`config.mk`:
```
export PLATFORM = sky130hd
export DESIGN_NAME = wb_regfile
export DESIGN_NICKNAME = d
export VERILOG_FILES = /design/src/rtl/wb_regfile_pkg.sv /design/src/rtl/wb_regfile_hilo_reg.sv /design/src/rtl/wb_regfile.sv
export SDC_FILE = /design/constraint.sdc
export NUM_CORES = 2
export LEC_CHECK = 0
export ABC_CLOCK_PERIOD_IN_PS = 4000
export CAP_MARGIN = 5
export CORE_MARGIN = 10
export CORE_UTILIZATION = 38
export CTS_CLUSTER_SIZE = 14
export DETAILED_ROUTE_END_ITERATION = 8
export GPL_TIMING_DRIVEN = 0
export PLACE_DENSITY = 0.61
export SLEW_MARGIN = 0
export SYNTH_ARGS = -nofsm -noshare
export SYNTH_HDL_FRONTEND = slang
export SYNTH_HIERARCHICAL = 1
export SYNTH_SLANG_ARGS = --single-unit
export TNS_END_PERCENT = 10
```
`constraint.sdc`:
```
create_clock -name clk -period 4 [get_ports clk]
set_input_delay 1.2 -clock clk [delete_from_list [all_inputs] [get_ports clk]]
set_output_delay 1.2 -clock clk [all_outputs]
set_load 0.02 [all_outputs]
```
`src/rtl/wb_regfile_pkg.sv`:
```
// Constants shared between the pipeline registers and the write-back register file.
package wb_regfile_pkg;

    localparam logic RstEnable   = 1'b1;
    localparam logic WriteEnable = 1'b1;
    localparam logic ReadEnable  = 1'b1;

    localparam int REG_W      = 32;
    localparam int REG_ADDR_W = 5;
    localparam int RegNum     = 32;

    typedef logic [REG_W-1:0]      RegBus;
    typedef logic [REG_ADDR_W-1:0] RegAddrBus;

    localparam RegBus     ZeroWord   = '0;
    localparam RegAddrBus NOPRegAddr = '0;

endpackage

```
`src/rtl/wb_regfile_hilo_reg.sv`:
```
// HI/LO special-register pair with same-cycle write-through bypass to EX.
module hilo_reg
    import wb_regfile_pkg::*;
#(
    parameter int DATA_W = 32
) (
    input  logic              clk,
    input  logic              rst,
    input  logic              we,
    input  logic [DATA_W-1:0] hi_i,
    input  logic [DATA_W-1:0] lo_i,
    output logic [DATA_W-1:0] hi_o,
    output logic [DATA_W-1:0] lo_o
);

    logic [DATA_W-1:0] hi_q, hi_d;
    logic [DATA_W-1:0] lo_q, lo_d;

    always_comb begin
        hi_d = hi_q;
        lo_d = lo_q;
        if (rst == RstEnable) begin
            hi_d = '0;
            lo_d = '0;
        end else if (we == WriteEnable) begin
            hi_d = hi_i;
            lo_d = lo_i;
        end
    end

    always_ff @(posedge clk) begin
        hi_q <= hi_d;
        lo_q <= lo_d;
    end

    always_comb begin
        hi_o = hi_q;
        lo_o = lo_q;
        if (rst == RstEnable) begin
            hi_o = '0;
            lo_o = '0;
        end else if (we == WriteEnable) begin
            hi_o = hi_i;
            lo_o = lo_i;
        end
    end

endmodule

```
`src/rtl/wb_regfile.sv`:
```
// Write-back register file: 32 GPRs with two bypassed read ports, plus the HI/LO pair.
module wb_regfile
    import wb_regfile_pkg::*;
#(
    parameter int DATA_W   = REG_W,
    parameter int ADDR_W   = REG_ADDR_W,
    parameter int NUM_REGS = RegNum
) (
    input  logic              clk,
    input  logic              rst,
    input  logic              wb_wreg,
    input  logic [ADDR_W-1:0] wb_dest_addr,
    input  logic [DATA_W-1:0] wb_dest_data,
    input  logic              wb_whilo,
    input  logic [DATA_W-1:0] wb_hi,
    input  logic [DATA_W-1:0] wb_lo,
    input  logic              re1,
    input  logic [ADDR_W-1:0] raddr1,
    output logic [DATA_W-1:0] rdata1,
    input  logic              re2,
    input  logic [ADDR_W-1:0] raddr2,
    output logic [DATA_W-1:0] rdata2,
    output logic [DATA_W-1:0] hi_o,
    output logic [DATA_W-1:0] lo_o
);

    logic [DATA_W-1:0] regs_q [NUM_REGS];
    logic [DATA_W-1:0] regs_d [NUM_REGS];
    logic              gpr_we;

    assign gpr_we = (wb_wreg == WriteEnable) && (wb_dest_addr != ADDR_W'(NOPRegAddr));

    always_comb begin
        regs_d = regs_q;
        if (rst == RstEnable) begin
            for (int i = 0; i < NUM_REGS; i++) begin
                regs_d[i] = '0;
            end
        end else if (gpr_we) begin
            regs_d[wb_dest_addr] = wb_dest_data;
        end
    end

    always_ff @(posedge clk) begin
        regs_q <= regs_d;
    end

    // The enable is tested before the address so an unknown address on an idle port stays masked.
    function automatic logic [DATA_W-1:0] read_port(input logic re, input logic [ADDR_W-1:0] raddr);
        logic [DATA_W-1:0] val;
        val = '0;
        if (rst == RstEnable) begin
            val = '0;
        end else if (re != ReadEnable) begin
            val = '0;
        end else if (raddr == ADDR_W'(NOPRegAddr)) begin
            val = '0;
        end else if (gpr_we && (wb_dest_addr == raddr)) begin
            val = wb_dest_data;
        end else begin
            val = regs_q[raddr];
        end
        return val;
    endfunction

    assign rdata1 = read_port(re1, raddr1);
    assign rdata2 = read_port(re2, raddr2);

    hilo_reg #(
        .DATA_W (DATA_W)
    ) u_hilo_reg (
        .clk  (clk),
        .rst  (rst),
        .we   (wb_whilo),
        .hi_i (wb_hi),
        .lo_i (wb_lo),
        .hi_o (hi_o),
        .lo_o (lo_o)
    );

endmodule

```
# Yosys cells after proc, flatten, opt, wreduce, memory -nomap -nowiden
# Index checks and enable logic that the tools add are counted.
[classes]
order_cmp = 4
n_reduce_logical = 7
muxes = 21
n_eq_ne = 2
bitwise_logic = 3
[ops]
columns = ["cell", "count"]
rows = [
  ["$bwmux 1024", 1],
  ["$mux 32", 17],
  ["$bmux 32 s5", 2],
  ["$demux 32 s5", 1],
  ["$ge 6x6->1 const B", 3],
  ["$not 5->6", 3],
  ["$eq 5x5->1", 2],
  ["$logic_not 5->1", 2],
  ["$lt 6x1->1 const B", 1],
  ["$reduce_bool 5->1", 1],
  ["$logic_and 1x1->1", 4],
]
[totals]
out_inout_bits = 128
register_bits = 1088

# Depth between registers and ports, before layout
[logic_depth]
depth_word = 8
mapped_depth = 9
ltp_nobuf = 5

# Modules after synthesis
# The synthesis kept the hierarchy.
[by_module_without_submodules]
columns = ["mod", "seq_area_each_um2", "n_inst", "area_per_inst_um2", "cells_each"]
rows = [
  ["wb_regfile", 20499.7, 1, 52351.5, 5960],
  ["hilo_reg", 1281.2, 1, 2290.9, 206],
]

# Least setup slack after synthesis
# OpenSTA, ideal clock, no wires.
[synth_path]
path_type = "in2out"
start = "in raddr1[0]"
end = "out rdata1[30]"
path_stages = 8
t_required_ns = 2.800
path_slack_ns = -0.148
arrival_ns = 2.948
cell_sequence = "buf_4 > buf_2 > buf_2 > mux4_2 > mux2i_1 > nand2_1 > o211ai_1 > nand3_1"
[synth_via]
elab_chain_cells = 8
[synth_lines]
columns = ["item", "line_no", "text"]
rows = [
  ["start: declaration", "wb_regfile.sv:18", "input logic [ADDR_W-1:0] raddr1,"],
  ["$not 5->6 (implied by the code)", "wb_regfile.sv:61", "val = regs_q[raddr];"],
  ["$bmux 32 s5", "wb_regfile.sv:61", ""],
  ["$mux 32 (implied by the code) (2 in series)", "wb_regfile.sv:61", ""],
  ["$mux 32", "wb_regfile.sv:58", "end else if (gpr_we && (wb_dest_addr == raddr)) begin"],
  ["$mux 32 *", "wb_regfile.sv:56", "end else if (raddr == ADDR_W'(NOPRegAddr)) begin"],
  ["$mux 32 *", "wb_regfile.sv:54", "end else if (re != ReadEnable) begin"],
  ["$mux 32 *", "wb_regfile.sv:52", "if (rst == RstEnable) begin"],
  ["end: declaration", "wb_regfile.sv:19", "output logic [DATA_W-1:0] rdata1,"],
]
# Every way passes the cells marked *; elsewhere a longest branch is shown, timed or not. The select of a mux whose other input is x is not followed.

# Worst setup path after layout
[layout_path]
start = "in raddr1[4]"
end = "out rdata1[16]"
# Same word-level chain as after synthesis.

==> impl_metrics.py <==
metrics = {
    "timing": {
        "drv_slew": 11,
        "fin_ws_ps": -1020,
        "fmax_ghz": 0.199,
        "grt_setup_unrepaired": "yes",
        "hold_viol": 0,
        "setup_viol": 64,
        "slew_headroom_pct": -2.97,
        "worstMarginPinSlew_ps": 1540,
        "fin_setup_tns_ps": -51240,
        "final.min_clock_period_ps": 5020,
        "period_share_pct": 125,
        "fin_skew_ps": 0,
        "fin_hold_ws_ps": 464,
    },
    "layout": {
        "final_cell_mix": "2042 x nand2_1, 1088 x dfxtp_1, 1002 x a21oi_1",
        "nNetsFinal": 6692,
        "drive_above_1_share_pct": 20.8,
        "area_delta_synth_final_pct": 25.1,
        "final_util_pct": 47.7,
        "fin_area_um2": 68400,
        "final_cell_count_no_fill": 8591,
        "fillers": 13800,
        "layout_commonest_cell": "nand2_1",
    },
    "routing": {
        "num_vias": 55200,
        "via_per_inst": 6.43,
        "first_iter_violations": 10000,
        "wl_um": 309000,
        "routedWlPerCell_um": 36.0,
        "drtAntennaViolNets": 0,
        "dr.pass1.iters": 8,
        "drc": 0,
    },
    "clocking": {
        "path_clk_slew_ps": 70,
        "numClockSinks": 1088,
        "cts_root_buf": "clkbuf_16",
        "cts_buffers": 121,
        "cts.path.max_buffers": 3,
        "htree_levels": 3,
        "worstSkewPairLatency_ps": 810,
        "tritoncts": "done",
        "ctsHoldBuffers": 0,
    },
    "yosys": {
        "syn_area_per_cell_um2": 8.86,
        "synth_async_sr_flop_share_pct": 0,
        "ys_ff_latch": 1088,
        "synth_top_cell_by_area": "dfxtp_1",
        "netlist_instances": 6166,
        "yosysTopAreaCellShare_pct": 39.9,
        "yosysWarnings": 6,
        "syn-cell-area_um2": 54600,
        "synth_nets": 6283,
        "ys_seq_area_share_pct": 39.9,
        "synth_ff_type": "dfxtp_1",
        "ys_top_cells_by_area": "dfxtp_1 40%, mux4_2 20%, nand2_1 14%, a21oi_1 9.2%, mux2i_1 3.3%",
        "synth-edff-count": 0,
        "synthDistinctLibCells": 54,
    },
    "power_and_ir_drop": {
        "combPwrFrac_pct": 13.0,
        "p_leak_nw": 22.6,
        "p_int_mw": 18.8,
        "switchingPower_mw": 7.61,
        "power.density_nw_per_um2": 387,
        "seqPwrFrac_pct": 41.6,
        "power_mw": 26.4,
        "vdd_drop_max_mv": 0.405,
        "power.share.switching_pct": 28.8,
        "power_frac_clock_pct": 45.4,
    },
    "worst_setup_path": {
        "cp_max_fo": 10,
        "ff2ff_path_depth": 2,
        "critPathMaxStageDelay_ps": 520,
        "arrival_ps": 3820,
        "worst_setup_path_end_kind": "output pin",
        "path_cells": "buf_4, clkbuf_8, clkbuf_4, clkbuf_4, nand2_2, a32oi_4, nand2_2, buf_6",
        "critPathLaunchType": "input port",
        "setup.worst_path.class": "in2out",
        "crit_required_ps": 2800,
        "critPathSlowestCell": "a32oi_4",
    },
    "floorplanning": {
        "die_y_um": 399,
        "initial_utilization_pct": 38.1,
        "fp.coreArea_um2": 143000,
        "die_w_um": 399,
        "pin_count": 245,
        "rows": 139,
        "dieArea_um2": 159000,
    },
    "global_routing": {
        "grt-ovfl-total": 0,
        "grt_pass1_vias": 50800,
        "grt_max_degree": 18,
        "grt_pass1_wl_um": 415000,
        "grt_use_total_pct": 37.3,
        "antenna_found_initial": 12,
    },
    "placement": {
        "dp.cells": 8275,
        "dp_hpwl_um": 227000,
        "place_ws_ps": -3750,
        "port_buffers": 202,
        "placed_cell_area_um2": 59300,
        "routabilityCongestion": 1.13,
    },
    "job": {
        "max_cap_violations": 1,
    },
    "status": {
        "status": "complete, but fails checks",
        "violations": "capacitance limit, slew limit, setup timing",
    },
    "worst_hold_path": {
        "hold_depth": 2,
        "hold_path_class": "reg2reg",
    },
}
[final cells by class]
| class | count | area, um^2 | area share, % |
|---|---|---|---|
| antenna | 8 | 20.0 | 0.0293 |
| tap | 1903 | 2380 | 3.48 |
| timing repair buffer | 289 | 3080 | 4.50 |
| multi-input combinational | 4407 | 32100 | 47.0 |
| sequential | 1088 | 21800 | 31.9 |
| inverter | 13 | 51.3 | 0.0750 |
| clock buffer | 173 | 3450 | 5.05 |
| clock inverter | 55 | 697 | 1.02 |
| buffer | 655 | 4770 | 6.97 |
[power by group through the flow]
| stage | Combinational [mW] | Sequential [mW] | Clock, mW |
|---|---|---|---|
| floorplan | 1.39 | 11.2 | 0 |
| global placement | 2.76 | 11.2 | 0 |
| detailed placement | 2.77 | 11.3 | 0 |
| CTS | 3.20 | 11.0 | 11.9 |
| global route | 3.39 | 11.0 | 12.4 |
| finish | 3.44 | 11.0 | 12.0 |
[layer usage]
layer	part of all wire [%]	global-route usage, %
met2	40	52.3
met4	8.9	25.5
met3	16	15.3
met1	35	46.2
met5	0.020	0
[flip-flops by register name, indices dropped and copies added, names as in the netlist]
register	count
regs_q	1024
u_hilo_reg/lo_q	32
u_hilo_reg/hi_q	32
[final timing paths]
path	to	from	slack, ps
max reg2reg	regs_q[677]$_SDFFE_PP0P_	regs_q[677]$_SDFFE_PP0P_	3100
min reg2reg	regs_q[961]$_SDFFE_PP0P_	regs_q[961]$_SDFFE_PP0P_	460
max	rdata1[16]	raddr1[4]	-1020
min	regs_q[961]$_SDFFE_PP0P_	regs_q[961]$_SDFFE_PP0P_	460
[Yosys cell counts (all sizes together) (3+ instances only)]
cell type / number
buf: 208
a21o: 11
dfxtp: 1088
a221oi: 9
nor3b: 3
xor2: 4
nor2b: 103
a22o: 8
mux2: 35
xnor2: 6
nand3: 19
nand2: 2068
and2: 5
a221o: 8
and3: 3
a21oi: 1006
o211ai: 5
mux2i: 182
mux4: 480
or2: 4
a211oi: 129
a22oi: 23
inv: 13
nand2b: 4
a32oi: 10
nor2: 140
o221ai: 22
o21ai: 9
a211o: 32
clkbuf: 450
o22ai: 53
a2111oi: 6
[worst max-delay path, delay by kind of cell]
family	cells	cell delay [ps]
AND/OR/NAND/NOR	2	360
AO/OA/AOI/OAI	1	520
buffers and inverters	5	1690
[timing repair]
| action | CTS | global route |
|---|---|---|
| gates resized for setup | 1123 | 112 |
| endpoints found under the setup margin | 121 | 64 |
| setup buffers | 50 | 21 |
| pin swaps | 88 | 46 |
| gates cloned | 11 | 1 |
[logic make-up (layout without fill, tap and decap cells)]
logic type,count (synthesis),count (layout),synth area share [%]
simple gates,2364,2364,17.0
compound gates,1336,1336,13.9
flops,1088,1088,39.9
mux,697,697,23.8
buf+inv,671,1185,5.29
xor+xnor,10,10,0.160
other cells,0,8,0
(Power assumes the default switching activity.)
